`config.mk`:
```
export PLATFORM = sky130hd
export DESIGN_NAME = axi_read_arbiter3_flat
export DESIGN_NICKNAME = d
export VERILOG_FILES = /design/src/rtl/axi_read_arbiter3_if.sv /design/src/rtl/axi_read_arbiter3.sv /design/src/flat_wrapper.sv
export SDC_FILE = /design/constraint.sdc
export NUM_CORES = 1
export LEC_CHECK = 0
export BUFFER_PORTS_ARGS = -buffer_cell sky130_fd_sc_hd__clkbuf_2
export CAP_MARGIN = 20
export CORE_AREA = 2 2 120 122
export CTS_BUF_LIST = sky130_fd_sc_hd__clkbuf_8 sky130_fd_sc_hd__clkbuf_16
export CTS_CLUSTER_DIAMETER = 50
export DETAILED_ROUTE_END_ITERATION = 6
export DIE_AREA = 0 0 122 124
export REMOVE_ABC_BUFFERS = 1
export SYNTH_ARGS = -nofsm -noshare
export SYNTH_HDL_FRONTEND = slang
export SYNTH_SLANG_ARGS = --single-unit
```
`constraint.sdc`:
```
create_clock -name aclk -period 2.6 [get_ports aclk]
set_clock_uncertainty 0.05 [all_clocks]
set_input_delay 0.13 -clock aclk [delete_from_list [all_inputs] [get_ports aclk]]
set_output_delay 0.13 -clock aclk [all_outputs]
set_load 0.01 [all_outputs]
```
`src/rtl/axi_read_arbiter3_if.sv`:
```
// -----------------------------------------------------------------------------
// axi_read_arbiter3_if
// Bundles every signal of the three-to-one AXI3 read arbiter: the three
// CPU-side read ports (s_*, packed per slave, slave i in [i*W +: W]) and the
// single read master toward the SoC interconnect (m_*).
//
// Modports
//   master : the arbiter itself. It consumes s_ar*, s_rready and the m_r*
//            response, and drives m_ar*, s_arready, s_rvalid and the
//            broadcast s_r* response.
//   slave  : the surroundings (caches plus interconnect), mirror image.
// -----------------------------------------------------------------------------
interface axi_read_arbiter3_if #(
    parameter int BUS_WIDTH = 4
);
    // CPU-side AR channels, packed per slave
    logic [3*BUS_WIDTH-1:0] s_arid;
    logic [3*32-1:0]        s_araddr;
    logic [3*4-1:0]         s_arlen;
    logic [3*3-1:0]         s_arsize;
    logic [3*2-1:0]         s_arburst;
    logic [3*2-1:0]         s_arlock;
    logic [3*4-1:0]         s_arcache;
    logic [3*3-1:0]         s_arprot;
    logic [2:0]             s_arvalid;
    logic [2:0]             s_arready;
    // CPU-side R channels, payload broadcast, valid/ready per slave
    logic [BUS_WIDTH-1:0]   s_rid;
    logic [31:0]            s_rdata;
    logic [1:0]             s_rresp;
    logic                   s_rlast;
    logic [2:0]             s_rvalid;
    logic [2:0]             s_rready;
    // Interconnect-side AR channel
    logic [BUS_WIDTH-1:0]   m_arid;
    logic [31:0]            m_araddr;
    logic [3:0]             m_arlen;
    logic [2:0]             m_arsize;
    logic [1:0]             m_arburst;
    logic [1:0]             m_arlock;
    logic [3:0]             m_arcache;
    logic [2:0]             m_arprot;
    logic                   m_arvalid;
    logic                   m_arready;
    // Interconnect-side R channel
    logic [BUS_WIDTH-1:0]   m_rid;
    logic [31:0]            m_rdata;
    logic [1:0]             m_rresp;
    logic                   m_rlast;
    logic                   m_rvalid;
    logic                   m_rready;

    modport master (
        input  s_arid, s_araddr, s_arlen, s_arsize, s_arburst, s_arlock,
               s_arcache, s_arprot, s_arvalid, s_rready,
               m_arready, m_rid, m_rdata, m_rresp, m_rlast, m_rvalid,
        output s_arready, s_rid, s_rdata, s_rresp, s_rlast, s_rvalid,
               m_arid, m_araddr, m_arlen, m_arsize, m_arburst, m_arlock,
               m_arcache, m_arprot, m_arvalid, m_rready
    );

    modport slave (
        output s_arid, s_araddr, s_arlen, s_arsize, s_arburst, s_arlock,
               s_arcache, s_arprot, s_arvalid, s_rready,
               m_arready, m_rid, m_rdata, m_rresp, m_rlast, m_rvalid,
        input  s_arready, s_rid, s_rdata, s_rresp, s_rlast, s_rvalid,
               m_arid, m_araddr, m_arlen, m_arsize, m_arburst, m_arlock,
               m_arcache, m_arprot, m_arvalid, m_rready
    );
endinterface

```
`src/rtl/axi_read_arbiter3.sv`:
```
// -----------------------------------------------------------------------------
// axi_read_arbiter3
// Merges the icache (0), dcache (1) and uncached (2) AXI3 read ports of the
// CPU core onto a single AXI3 read master. One burst is outstanding at a time:
// IDLE picks a winner, ADDR presents its AR request until accepted, DATA
// routes R beats to the winner until rlast. Grant is round-robin
// (ROUND_ROBIN=1) or fixed priority with slave 0 highest (ROUND_ROBIN=0).
//
// Ports
//   aclk : clock, rising edge
//   rst  : asynchronous reset, active-high
//   bus  : axi_read_arbiter3_if.master (three CPU read ports + bus master)
// -----------------------------------------------------------------------------
module axi_read_arbiter3 #(
    parameter int BUS_WIDTH   = 4,
    parameter int ROUND_ROBIN = 1
) (
    input  logic                aclk,
    input  logic                rst,
    axi_read_arbiter3_if.master bus
);

    typedef enum logic [1:0] {
        IDLE = 2'd0,
        ADDR = 2'd1,
        DATA = 2'd2
    } state_t;

    state_t     state, state_nxt;
    logic [1:0] grant, grant_nxt;
    logic [1:0] last_grant, last_grant_nxt;
    logic [1:0] winner;
    logic [1:0] first, second, third;

    // Scan order for the next grant. Round-robin starts just after the last
    // slave served; fixed priority always scans 0,1,2. last_grant resets to 2
    // so the very first round-robin scan is also 0,1,2.
    always_comb begin
        first  = 2'd0;
        second = 2'd1;
        third  = 2'd2;
        if (ROUND_ROBIN != 0) begin
            case (last_grant)
                2'd0:    begin first = 2'd1; second = 2'd2; third = 2'd0; end
                2'd1:    begin first = 2'd2; second = 2'd0; third = 2'd1; end
                default: begin first = 2'd0; second = 2'd1; third = 2'd2; end
            endcase
        end
        // 'third' may not be requesting; winner is only used when some slave is.
        if (bus.s_arvalid[first])       winner = first;
        else if (bus.s_arvalid[second]) winner = second;
        else                            winner = third;
    end

    // NOTE: state registers use non-blocking assignments so every flop samples
    // the pre-edge value of the others, independent of statement order.
    always_ff @(posedge aclk or posedge rst) begin
        if (rst) begin
            state      <= IDLE;
            grant      <= 2'd0;
            last_grant <= 2'd2;
        end else begin
            state      <= state_nxt;
            grant      <= grant_nxt;
            last_grant <= last_grant_nxt;
        end
    end

    // R payload is a pure pass-through; only valid/ready are steered.
    assign bus.s_rid   = bus.m_rid;
    assign bus.s_rdata = bus.m_rdata;
    assign bus.s_rresp = bus.m_rresp;
    assign bus.s_rlast = bus.m_rlast;

    // NOTE: every signal this block writes gets a default first, so no path
    // through the case leaves one unassigned and no latch is inferred.
    always_comb begin
        state_nxt      = state;
        grant_nxt      = grant;
        last_grant_nxt = last_grant;
        bus.m_arid     = '0;
        bus.m_araddr   = '0;
        bus.m_arlen    = '0;
        bus.m_arsize   = '0;
        bus.m_arburst  = '0;
        bus.m_arlock   = '0;
        bus.m_arcache  = '0;
        bus.m_arprot   = '0;
        bus.m_arvalid  = 1'b0;
        bus.m_rready   = 1'b0;
        bus.s_arready  = '0;
        bus.s_rvalid   = '0;

        case (state)
            IDLE: begin
                if (|bus.s_arvalid) begin
                    grant_nxt = winner;
                    state_nxt = ADDR;
                end
            end
            ADDR: begin
                // Fields follow the granted slave live; grant is frozen here.
                bus.m_arid    = bus.s_arid[grant*BUS_WIDTH +: BUS_WIDTH];
                bus.m_araddr  = bus.s_araddr[grant*32 +: 32];
                bus.m_arlen   = bus.s_arlen[grant*4 +: 4];
                bus.m_arsize  = bus.s_arsize[grant*3 +: 3];
                bus.m_arburst = bus.s_arburst[grant*2 +: 2];
                bus.m_arlock  = bus.s_arlock[grant*2 +: 2];
                bus.m_arcache = bus.s_arcache[grant*4 +: 4];
                bus.m_arprot  = bus.s_arprot[grant*3 +: 3];
                bus.m_arvalid = 1'b1;
                bus.s_arready[grant] = bus.m_arready;
                if (bus.m_arready) begin
                    last_grant_nxt = grant;
                    state_nxt      = DATA;
                end
            end
            DATA: begin
                bus.s_rvalid[grant] = bus.m_rvalid;
                bus.m_rready        = bus.s_rready[grant];
                // Error responses do not end the burst; only rlast does.
                if (bus.m_rvalid && bus.s_rready[grant] && bus.m_rlast) begin
                    state_nxt = IDLE;
                end
            end
            default: begin
                state_nxt = IDLE;
            end
        endcase
    end

endmodule

```
`src/flat_wrapper.sv`:
```
// flat-port wrapper written by rule: the top's interface ports become plain ports
module axi_read_arbiter3_flat 
#(
    parameter int BUS_WIDTH   = 4,
    parameter int ROUND_ROBIN = 1
)
  (aclk, rst, bus_s_arid, bus_s_araddr, bus_s_arlen, bus_s_arsize, bus_s_arburst, bus_s_arlock, bus_s_arcache, bus_s_arprot, bus_s_arvalid, bus_s_rready, bus_m_arready, bus_m_rid, bus_m_rdata, bus_m_rresp, bus_m_rlast, bus_m_rvalid, bus_s_arready, bus_s_rid, bus_s_rdata, bus_s_rresp, bus_s_rlast, bus_s_rvalid, bus_m_arid, bus_m_araddr, bus_m_arlen, bus_m_arsize, bus_m_arburst, bus_m_arlock, bus_m_arcache, bus_m_arprot, bus_m_arvalid, bus_m_rready);
  axi_read_arbiter3_if #(.BUS_WIDTH(BUS_WIDTH)) bus_i ();
  input  logic aclk;
  input  logic rst;
  input wire logic [$bits(bus_i.s_arid)-1:0] bus_s_arid;
  input wire logic [$bits(bus_i.s_araddr)-1:0] bus_s_araddr;
  input wire logic [$bits(bus_i.s_arlen)-1:0] bus_s_arlen;
  input wire logic [$bits(bus_i.s_arsize)-1:0] bus_s_arsize;
  input wire logic [$bits(bus_i.s_arburst)-1:0] bus_s_arburst;
  input wire logic [$bits(bus_i.s_arlock)-1:0] bus_s_arlock;
  input wire logic [$bits(bus_i.s_arcache)-1:0] bus_s_arcache;
  input wire logic [$bits(bus_i.s_arprot)-1:0] bus_s_arprot;
  input wire logic [$bits(bus_i.s_arvalid)-1:0] bus_s_arvalid;
  input wire logic [$bits(bus_i.s_rready)-1:0] bus_s_rready;
  input wire logic [$bits(bus_i.m_arready)-1:0] bus_m_arready;
  input wire logic [$bits(bus_i.m_rid)-1:0] bus_m_rid;
  input wire logic [$bits(bus_i.m_rdata)-1:0] bus_m_rdata;
  input wire logic [$bits(bus_i.m_rresp)-1:0] bus_m_rresp;
  input wire logic [$bits(bus_i.m_rlast)-1:0] bus_m_rlast;
  input wire logic [$bits(bus_i.m_rvalid)-1:0] bus_m_rvalid;
  output wire logic [$bits(bus_i.s_arready)-1:0] bus_s_arready;
  output wire logic [$bits(bus_i.s_rid)-1:0] bus_s_rid;
  output wire logic [$bits(bus_i.s_rdata)-1:0] bus_s_rdata;
  output wire logic [$bits(bus_i.s_rresp)-1:0] bus_s_rresp;
  output wire logic [$bits(bus_i.s_rlast)-1:0] bus_s_rlast;
  output wire logic [$bits(bus_i.s_rvalid)-1:0] bus_s_rvalid;
  output wire logic [$bits(bus_i.m_arid)-1:0] bus_m_arid;
  output wire logic [$bits(bus_i.m_araddr)-1:0] bus_m_araddr;
  output wire logic [$bits(bus_i.m_arlen)-1:0] bus_m_arlen;
  output wire logic [$bits(bus_i.m_arsize)-1:0] bus_m_arsize;
  output wire logic [$bits(bus_i.m_arburst)-1:0] bus_m_arburst;
  output wire logic [$bits(bus_i.m_arlock)-1:0] bus_m_arlock;
  output wire logic [$bits(bus_i.m_arcache)-1:0] bus_m_arcache;
  output wire logic [$bits(bus_i.m_arprot)-1:0] bus_m_arprot;
  output wire logic [$bits(bus_i.m_arvalid)-1:0] bus_m_arvalid;
  output wire logic [$bits(bus_i.m_rready)-1:0] bus_m_rready;
  assign bus_i.s_arid = bus_s_arid;
  assign bus_i.s_araddr = bus_s_araddr;
  assign bus_i.s_arlen = bus_s_arlen;
  assign bus_i.s_arsize = bus_s_arsize;
  assign bus_i.s_arburst = bus_s_arburst;
  assign bus_i.s_arlock = bus_s_arlock;
  assign bus_i.s_arcache = bus_s_arcache;
  assign bus_i.s_arprot = bus_s_arprot;
  assign bus_i.s_arvalid = bus_s_arvalid;
  assign bus_i.s_rready = bus_s_rready;
  assign bus_i.m_arready = bus_m_arready;
  assign bus_i.m_rid = bus_m_rid;
  assign bus_i.m_rdata = bus_m_rdata;
  assign bus_i.m_rresp = bus_m_rresp;
  assign bus_i.m_rlast = bus_m_rlast;
  assign bus_i.m_rvalid = bus_m_rvalid;
  assign bus_s_arready = bus_i.s_arready;
  assign bus_s_rid = bus_i.s_rid;
  assign bus_s_rdata = bus_i.s_rdata;
  assign bus_s_rresp = bus_i.s_rresp;
  assign bus_s_rlast = bus_i.s_rlast;
  assign bus_s_rvalid = bus_i.s_rvalid;
  assign bus_m_arid = bus_i.m_arid;
  assign bus_m_araddr = bus_i.m_araddr;
  assign bus_m_arlen = bus_i.m_arlen;
  assign bus_m_arsize = bus_i.m_arsize;
  assign bus_m_arburst = bus_i.m_arburst;
  assign bus_m_arlock = bus_i.m_arlock;
  assign bus_m_arcache = bus_i.m_arcache;
  assign bus_m_arprot = bus_i.m_arprot;
  assign bus_m_arvalid = bus_i.m_arvalid;
  assign bus_m_rready = bus_i.m_rready;
  axi_read_arbiter3 #(.BUS_WIDTH(BUS_WIDTH), .ROUND_ROBIN(ROUND_ROBIN)) u_core (.aclk(aclk), .rst(rst), .bus(bus_i));
endmodule
```
==> reports/qor.csv <==
stage,metric,value,unit
timing,maxClockFrequency,0.474,GHz
clock_network,ctsRootBufferMaster,clkbuf_16,
global_routing,antenna_found_initial,0,
timing,rsz0062_at_grt,false,
worst_setup_path,worstSetupPathType,flip-flop to output port,
global_routing,grt_pass1_vias,2682,
yosys,ys_seq_area_share,6.71,%
clock_network,cts_sinks,6,
worst_setup_path,worstReg2RegEnd,u_core.state[1]$_DFFE_PP0P_,
timing,setup_violations,0,
worst_setup_path,crit_path_start,u_core.grant[1]$_DFFE_PP0P_,
yosys,ys_warn_count,0,
final_layout,layout-drive-gt1-share,50.6,%
global_routing,grt_max_degree,35,
routing,detail_route.iter0.violations,91,
worst_setup_path,end_kind,output port,
clock_network,cts_buffers,3,
final_layout,n_antenna_cell,0,
routing,final_antenna_net_count,0,
worst_setup_path,reg2reg_depth,4,
timing,max-slew-margin-rel,55.5,%
final_layout,nFillCells,1561,
global_routing,grt-ovfl-total,0,
timing,worst_pin_slew,0.667,ns
final_layout,fin_util,24.2,%
timing,period_share,81.1,%
placement,place_hpwl,7880,um
floorplan,initial_utilization,16.4,%
power,power.share.combinational,80.0,%
clock_network,postCtsSetupRepairBufs,0,
timing,slew_viol_final,0,
clock_network,clk_pin_slew,0.04,ns
power,power_density,890,mW/mm^2
worst_setup_path,required,2.42,ns
floorplan,dieWidth,122,um
final_layout,syn_to_final_growth,47.3,%
placement,numPortBuffers,235,
global_routing,grt_pass1_wl,13400,um
final_layout,nNetsFinal,718,
outcome,status,"complete, no violations",
yosys,synth_area_leaders,"mux2i_1 25%, buf_4 13%, a21oi_1 12%",
final_layout,fin_cells,686,
worst_setup_path,crit_end,bus_m_rready,
timing,fin_hold_ws,0.165,ns
floorplan,pin_count,312,
power,p_int,1.43,mW
routing,drt_first_pass_iters,4,
yosys,synth_top_cell_by_area,mux2i_1,
routing,dr_total_vias,2839,
clock_network,ctsHtreeMaxLevel,1,
min_path,hp-class,primary input to flip-flop,
clock_network,clk_path_buf_depth,2,
power,p_leak,1.78,nW
yosys,postSynthAreaPerCell,6.96,um^2
yosys,synth_seq_cells,6,
worst_setup_path,regToRegSetupSlack,0.92,ns
worst_setup_path,crit_arrival,1.93,ns
clock_network,clock_latency,0.23,ns
power,p_clk_share,8.5,%
power,vdd_drop_max,0.524,mV
routing,drc,0,
worst_setup_path,r2r_start,u_core.grant[1]$_DFFE_PP0P_,
yosys,synthCells,324,
routing,wire_per_inst,14.0,um
routing,drt_wl_total,9600,um
global_routing,track_usage,11.4,%
timing,hold_viol_final,0,
floorplan,rows,43,
power,seqPwrFrac,11.5,%
timing,fin_crit,2.11,ns
placement,dp.cells,681,
worst_setup_path,path_max_fanout,34,
clock_network,cts_tree,built,
placement,place.gp.congestion,0.779,
power,swShare,51.6,%
timing,setup_tns,0,ns
floorplan,die_height,124,um
clock_network,cts_resized,0,
worst_setup_path,worstSetupStartpointType,flip-flop,
yosys,ys_types,29,
floorplan,die_area,0.0151,mm^2
routing,viasPerCell,4.14,
floorplan,core,0.0137,mm^2
clock_network,cts-hold-fix-buffers,1,
power,netSwitchingPower,1.53,mW
yosys,netlist_area,0.00225,mm^2
yosys,synth_top_area_share,24.9,%
job,cap_violations,0,
[registers in the layout, indices dropped and copies added, names as in the netlist]
| register | count |
|---|---|
| u_core.last_grant | 2 |
| u_core.grant | 2 |
| u_core.state | 2 |
[power by group through the flow]
stage                     combinational, mW  sequential [mW]  clock [mW]
final                                  2.37            0.339       0.252
after global routing                   2.63            0.371       0.263
after CTS                              2.40            0.345       0.257
after detailed placement               2.39            0.349           0
after global placement                 2.38            0.348           0
after floorplan                        1.42            0.407           0
[cells in the mapped netlist]
| cell | number |
|---|---|
| mux2i_1 | 56 |
| nand2_1 | 56 |
| a21oi_1 | 55 |
| buf_4 | 39 |
| or2_1 | 38 |
| or2_0 | 15 |
| clkbuf_1 | 9 |
| buf_6 | 8 |
| nor2_1 | 8 |
| buf_8 | 5 |
| dfrtp_1 | 5 |
| a21oi_2 | 4 |
| nand2b_1 | 4 |
| buf_2 | 3 |
| inv_1 | 2 |
| mux2_2 | 2 |
| nand3b_1 | 2 |
| nor3_1 | 2 |
| a2111oi_0 | 1 |
| a41oi_1 | 1 |
| and2_1 | 1 |
| and3_1 | 1 |
| dfstp_2 | 1 |
| nor2b_1 | 1 |
| nor2b_2 | 1 |
| o21a_1 | 1 |
| o2bb2ai_1 | 1 |
| or2_2 | 1 |
| or3_1 | 1 |
[worst min-delay path by stage]
stage,from,end,cells past startpoint,slack [ns]
finish,bus_m_arready,u_core.state[0]$_DFFE_PP0P_,3,0.17
CTS,bus_s_rready[2],u_core.state[1]$_DFFE_PP0P_,3,0.15
floorplan,rst,u_core.grant[0]$_DFFE_PP0P_,1,-0.13
global route,bus_m_arready,u_core.state[0]$_DFFE_PP0P_,3,0.19
global placement,rst,u_core.state[1]$_DFFE_PP0P_,2,-0.01
detailed placement,rst,u_core.state[1]$_DFFE_PP0P_,2,-0.01
[cell type report]
class	instances	area (um^2)	area share (%)
clock buffers	3	75.1	2.26
well taps	180	225	6.78
flip-flops and latches	6	156	4.71
clock inverters	1	3.75	0.113
repair buffers	242	1260	37.8
multi-input cells	252	1600	48.1
inverters	2	7.51	0.226
[kinds of logic after synthesis]
logic type	Yosys count	synth area share (%)
multiplexers	58	25.9
flip-flops	6	6.71
AO/OA/AOI/OAI	63	15.3
AND/OR/NAND/NOR	131	29.4
buffers and inverters	66	22.8
[stage by stage]
| step | setup WS (ns) | cell area, um^2 | power [mW] |
|---|---|---|---|
| 3_3_place_gp | 0.721 | 3230 | 2.73 |
| 5_1_grt | 0.296 | 3320 | 3.26 |
| 3_5_place_dp | 0.709 | 3230 | 2.74 |
| 2_1_floorplan | -0.939 | 1750 | 1.82 |
| 4_1_cts | 0.461 | 3320 | 3.00 |
| 6_report | 0.491 | 3320 | 2.96 |
[routing by layer]
metal	global-route usage [%]	share of wire [%]	routed length (um)	vias up
li1	-	-	-	1407
met1	12.6	38	3650	1226
met2	19.5	46	4380	198
met3	6.27	15	1480	6
met4	1.29	0.29	28	2
met5	4.51	0.68	65	-
[worst max-delay path, stage by stage, from the launching register on]
cell,delay [ns]
dfrtp_2,0.68
nor2b_4,0.25
buf_4,0.31
o2bb2ai_1,0.18
and2_1,0.15
clkbuf_2,0.12
[placed cells by master, fill, tap and decap left out, drive strengths merged, types with 3 or more instances in the layout]
master  synthesis  routed
clkbuf          9     238
a21oi          59      59
mux2i          56      56
nand2          56      56
or2            54      54
nor2            8       8
buf            55       6
dfrtp           5       5
nand2b          4       4
inv             2       3
(Power assumes the default switching activity.)
